<file path="config.mk">
export PLATFORM = sky130hd
export DESIGN_NAME = net_packet_rx
export DESIGN_NICKNAME = d
export VERILOG_FILES = /design/src/rtl/net_packet_rx.sv
export SDC_FILE = /design/constraint.sdc
export NUM_CORES = 1
export LEC_CHECK = 0
export ABC_AREA = 1
export CAP_MARGIN = 5
export CORE_UTILIZATION = 45
export CTS_CLUSTER_SIZE = 14
export DETAILED_ROUTE_END_ITERATION = 7
export GPL_ROUTABILITY_DRIVEN = 0
export PLACE_DENSITY = 0.67
export SLEW_MARGIN = 30
export SYNTH_ARGS = -nofsm -noshare
export SYNTH_HDL_FRONTEND = slang
export SYNTH_SLANG_ARGS = --single-unit
</file>
<file path="constraint.sdc">
create_clock -name clk -period 7.8 [get_ports clk]
set_input_delay 1.95 -clock clk [delete_from_list [all_inputs] [get_ports clk]]
set_output_delay 1.95 -clock clk [all_outputs]
set_load 0.05 [all_outputs]
</file>
<file path="src/rtl/net_packet_rx.sv">
// Core-side receiver for the boot/control net packet stream: buffers packets in a FIFO and
// dispatches them as imem / register / barrier / PC write strobes. Optional counters: NET_RX_STATS_EN.
module net_packet_rx #(
  parameter int         FIFO_DEPTH_P = 4,
  parameter logic [9:0] MY_ID_P      = 10'd1,
  parameter int         IMEM_AW_P    = 10,
  parameter int         RF_AW_P      = 6,
  parameter int         MASK_W_P     = 3
) (
  input  logic                 clk,
  input  logic                 reset,
  input  logic                 pkt_valid_i,
  output logic                 pkt_ready_o,
  input  logic [9:0]           pkt_id_i,
  input  logic [2:0]           pkt_op_i,
  input  logic [31:0]          pkt_data_i,
  input  logic [9:0]           pkt_addr_i,
  output logic                 imem_wen_o,
  output logic [IMEM_AW_P-1:0] imem_addr_o,
  output logic [15:0]          imem_data_o,
  input  logic                 imem_ready_i,
  output logic                 rf_wen_o,
  output logic [RF_AW_P-1:0]   rf_addr_o,
  output logic [31:0]          rf_data_o,
  output logic                 bar_wen_o,
  output logic [MASK_W_P-1:0]  bar_mask_o,
  output logic                 pc_wen_o,
  output logic [IMEM_AW_P-1:0] pc_o,
  output logic                 run_o,
  output logic                 err_o
`ifdef NET_RX_STATS_EN
  ,
  output logic [15:0]          stat_instr_o,
  output logic [15:0]          stat_reg_o,
  output logic [15:0]          stat_drop_o
`endif
);

  localparam logic [2:0] OP_NULL  = 3'd0;
  localparam logic [2:0] OP_INSTR = 3'd1;
  localparam logic [2:0] OP_REG   = 3'd2;
  localparam logic [2:0] OP_PC    = 3'd3;
  localparam logic [2:0] OP_BAR   = 3'd4;
  localparam int         PTR_W    = $clog2(FIFO_DEPTH_P);
  localparam logic [PTR_W:0] PTR_ONE = 1;

  typedef struct packed {
    logic [2:0]  op;
    logic [9:0]  addr;
    logic [31:0] data;
  } pkt_t;

  typedef enum logic [1:0] {IDLE, ISSUE, WAIT_IMEM} state_t;

  pkt_t         r_mem [FIFO_DEPTH_P];
  logic [PTR_W:0] r_wrPtr, r_rdPtr;
  pkt_t         r_cur;
  state_t       r_state;

  logic w_full, w_empty, w_accept, w_push, w_pop, w_stageFree, w_issue;
  pkt_t w_head;

  assign w_empty     = (r_wrPtr == r_rdPtr);
  assign w_full      = (r_wrPtr[PTR_W] != r_rdPtr[PTR_W]) &&
                       (r_wrPtr[PTR_W-1:0] == r_rdPtr[PTR_W-1:0]);
  assign pkt_ready_o = reset && !w_full;
  assign w_accept    = pkt_valid_i && pkt_ready_o;
  assign w_push      = w_accept && (pkt_id_i == MY_ID_P) && (pkt_op_i != OP_NULL);
  // The output stage is busy only while an imem write is waiting for imem_ready_i.
  assign w_stageFree = !imem_wen_o || imem_ready_i;
  assign w_issue     = (r_state != IDLE) && w_stageFree;
  assign w_pop       = !w_empty && ((r_state == IDLE) || w_issue);
  assign w_head      = r_mem[r_rdPtr[PTR_W-1:0]];

  always_ff @(posedge clk) begin
    if (w_push)
      r_mem[r_wrPtr[PTR_W-1:0]] <= '{op: pkt_op_i, addr: pkt_addr_i, data: pkt_data_i};
  end

  always_ff @(posedge clk) begin
    if (!reset) begin
      r_wrPtr <= '0;
      r_rdPtr <= '0;
    end else begin
      if (w_push) r_wrPtr <= r_wrPtr + PTR_ONE;
      if (w_pop)  r_rdPtr <= r_rdPtr + PTR_ONE;
    end
  end

  always_ff @(posedge clk) begin
    if (!reset) begin
      r_state     <= IDLE;
      r_cur       <= '0;
      imem_wen_o  <= 1'b0;
      imem_addr_o <= '0;
      imem_data_o <= '0;
      rf_wen_o    <= 1'b0;
      rf_addr_o   <= '0;
      rf_data_o   <= '0;
      bar_wen_o   <= 1'b0;
      bar_mask_o  <= '0;
      pc_wen_o    <= 1'b0;
      pc_o        <= '0;
      run_o       <= 1'b0;
      err_o       <= 1'b0;
    end else begin
      rf_wen_o  <= 1'b0;
      bar_wen_o <= 1'b0;
      pc_wen_o  <= 1'b0;
      if (imem_wen_o && imem_ready_i) imem_wen_o <= 1'b0;
      if (w_pop) r_cur <= w_head;
      case (r_state)
        IDLE: if (!w_empty) r_state <= ISSUE;
        ISSUE, WAIT_IMEM: begin
          if (!w_stageFree) begin
            r_state <= WAIT_IMEM;
          end else begin
            case (r_cur.op)
              OP_INSTR: begin
                imem_wen_o  <= 1'b1;
                imem_addr_o <= r_cur.addr[IMEM_AW_P-1:0];
                imem_data_o <= r_cur.data[15:0];
              end
              OP_REG: begin
                rf_wen_o  <= 1'b1;
                rf_addr_o <= r_cur.addr[RF_AW_P-1:0];
                rf_data_o <= r_cur.data;
              end
              OP_BAR: begin
                bar_wen_o  <= 1'b1;
                bar_mask_o <= r_cur.data[MASK_W_P-1:0];
              end
              OP_PC: begin
                pc_wen_o <= 1'b1;
                pc_o     <= r_cur.addr[IMEM_AW_P-1:0];
                run_o    <= 1'b1;
              end
              default: err_o <= 1'b1;
            endcase
            r_state <= w_empty ? IDLE : ISSUE;
          end
        end
        default: r_state <= IDLE;
      endcase
    end
  end

`ifdef NET_RX_STATS_EN
  always_ff @(posedge clk) begin
    if (!reset) begin
      stat_instr_o <= '0;
      stat_reg_o   <= '0;
      stat_drop_o  <= '0;
    end else begin
      if (w_issue && (r_cur.op == OP_INSTR) && (stat_instr_o != 16'hFFFF))
        stat_instr_o <= stat_instr_o + 16'd1;
      if (w_issue && (r_cur.op == OP_REG) && (stat_reg_o != 16'hFFFF))
        stat_reg_o <= stat_reg_o + 16'd1;
      if (w_accept && (pkt_id_i != MY_ID_P) && (stat_drop_o != 16'hFFFF))
        stat_drop_o <= stat_drop_o + 16'd1;
    end
  end
`endif

endmodule

</file>
==> summary.txt <==
First-pass GRT wire length: 40500 µm
Yosys top cell area share: 46.1%
Synth Warn #: 0
Die width: 163 µm
Cell count after synthesis: 1112
Max incr delay on CP: 790 ps
HP Class: reg -> reg
Filler cells: 2131
Xor-xnor portion of the synthesized cell area: 0.149%
Max FO, Critical Path: 62
Gr ovfl total: 0
HPWL Detailed: 15200 µm
Period utilization: 68.3%
Layout cells sized above 1: 6.11%
Fin cells: 1591
I/O Buffers: 142
Max clock buf depth: 3
Total Power: 5.18 mW
Average footprint of a synthesized cell: 10.5 µm²
Synth cell count leaders: nor2_1 (204), edfxtp_1 (180), o21ai_0 (170)
Leak: 5.38 nW
Power density over the cells: 356 nW/µm²
Max VDD drop: 0.000201 V
Post-route setup TNS: 0 ps
Final nets: 1301
Core area: 25300 µm²
Worst EP arrival: 3380 ps
Synth Register Bits: 316
Hold-fix buffers, CTS: 0
Measured slew at the worst slew-check pin: 965 ps
Sw frac: 35.1%
Adder-cell share of the synthesized area: 0.747%
Area contributors post-synth: edfxtp_1 (46%), dfxtp_1 (23%), o21ai_0 (7.3%)
WL/cell: 16.2 µm
Pint: 3.36 mW
RSZ-0062 raised after global routing: false
Max Freq: 188 MHz
Initial antenna violation count: 0
GRT Overall Usage: 19.6%
Fin crit period: 5330 ps
Setup CP Type: in -> out
Max Slew Vio Count: 0
Row count: 58
Post-CTS Setup Bufs: 0
Largest family of logic cells by synthesized area: compound AO/OA/AOI/OAI gates
Synthesized Nets: 1178
Hold Fails Final Rpt: 0
Largest net degree at the start of global routing: 96
Fraction of registers with async set/reset: 0%
Slowest-stage cell, CP: clkdlybuf4s50_1
Count leader, synth: nor2_1
Vias/cell: 5.13
Top Ports: 143
Critical path depth: 4
Slew Limit Headroom: 35.7%
Area of the die: 26700 µm²
H-Tree Depth: 2
Worst Clk Skew: 9.71 ps
Crit-path cells: buf_4 -> nand2_1 -> inv_1 -> clkdlybuf4s50_1
DR vias: 8157
Detailed Routing Iterations Pass 1: 5
Switching pwr: 1.82 mW
Register-to-Register Path Depth: 11
Clk pin slew, worst setup/hold paths: 60 ps
Clock sinks: 316
Sequential fraction of the synthesis area: 69.4%
Critical path required time: 5850 ps
CP endpoint kind: primary output
Layout area overhead: 24.0%
Post-synth top flop: edfxtp_1
Compound-Gate Fraction of Synth Area: 13.2%
Initial Util: 46.3%
Inserted Clock Buffers: 34
Drt total wl: 25800 µm
Setup crit start kind: input port
Synth cell types: 24
Worst Path Buf+Inv: 3
CTS root buf: clkbuf_16
Final setup viols: 0
Vias in the first global route: 7454
Post-synthesis mux area share: 0%
Die H: 163 µm
DR iter-0 viols: 743
Cell count after placement: 1527
CTS tree: built
Clk pwr share: 30.1%
Post-synth EDFFs: 180
Reg power frac: 38.7%
Simple-gate share of the synthesized area: 11.4%
Hold Crit Depth: 2
Mapped cell area: 11700 µm²
Remaining routing DRC violations: 0
Crit path max-delay family: buffers and inverters
Status: complete, no violations
Yosys top cell by area: edfxtp_1
Worst skew pair latency: 500 ps
# Max-Cap Violations: 0
Post-CTS Resized: 0
Comb pwr share: 31.3%
Remaining antenna violation count: 0
## state kept, by name, summed over array words and instances, names as in the netlist
register,flops
bar_mask_o,3
bar_wen_o,1
err_o,1
imem_addr_o,10
imem_data_o,16
imem_wen_o,1
pc_o,10
pc_wen_o,1
r_cur,45
r_mem,180
r_rdPtr,3
r_state,2
r_wrPtr,3
rf_addr_o,6
rf_data_o,32
rf_wen_o,1
run_o,1
## per-stage QoR
stage                     worst slack (ps)  util, %  hold slack (ps)  instance area (µm²)
final                                 2470     57.4              453                14500
after global routing                  2370     57.4              468                14500
after CTS                             2450     57.1              455                14500
after detailed placement              2450     52.8              446                13400
after global placement                2460     52.7              438                13400
after floorplan                       2810        -              430                11700
## layout make-up
type	instances	area, µm²	share of cell area, %
tap	330	413	2.84
multi-input combinational	652	3040	20.9
clock inverter	16	129	0.887
sequential	316	8130	55.9
timing repair buffer	154	1550	10.7
inverter	77	289	1.99
antenna	1	2.50	0.0172
clock buffer	45	976	6.72
## power by group through the flow
stage	sequential [mW]	clock, mW	combinational, mW
final	2.00	1.56	1.62
after global routing	2.02	1.66	1.81
after CTS	2.00	1.59	1.62
after detailed placement	2.04	0	1.61
after global placement	2.03	0	1.59
after floorplan	2.21	0	1.01
## cells by family after synthesis
| kind of cell | Yosys count |
|---|---|
| and+or+nand+nor | 346 |
| DFF | 316 |
| AOI/OAI and AO/OA | 297 |
| buffers and inverters | 144 |
| adders and majority gates | 7 |
| xor gates and xnor gates | 2 |
## tightest hold or removal path, cell delays in order (launching register included)
cell and delay, ps:
dfxtp_1 290, inv_1 60, a21oi_1 50
## metal layers
layer	global-route usage [%]	share of wire (%)	vias to the layer above	wire (µm)
met2	29.8	44	262	11300
met1	28.2	47	3816	12100
met4	5.90	2.0	0	527
met5	0	0	-	0
met3	4.04	7.2	42	1840
li1	-	-	4037	-
## cell usage in the layout (no fill, tap or decap), drive strengths merged, types with 2 or more instances in the layout
cell type      count
o22ai             45
dfxtp            136
nand4              3
clkinv            14
inv               77
bufinv             2
nor3               4
buf               13
a21oi             82
clkbuf            45
nor2             206
edfxtp           180
nand2            125
ha                 7
xor2               2
nand3              6
clkdlybuf4s50    141
o21ai            170
## worst paths after layout
check | from | end | slack (ps)
max | reset | pkt_ready_o | 2470
min | r_cur[22] | rf_data_o[22] | 450
min reg2reg | r_cur[22] | rf_data_o[22] | 450
max reg2reg | r_rdPtr[0] | r_mem[3][15] | 4470
Power figures use the tool's default switching activity.
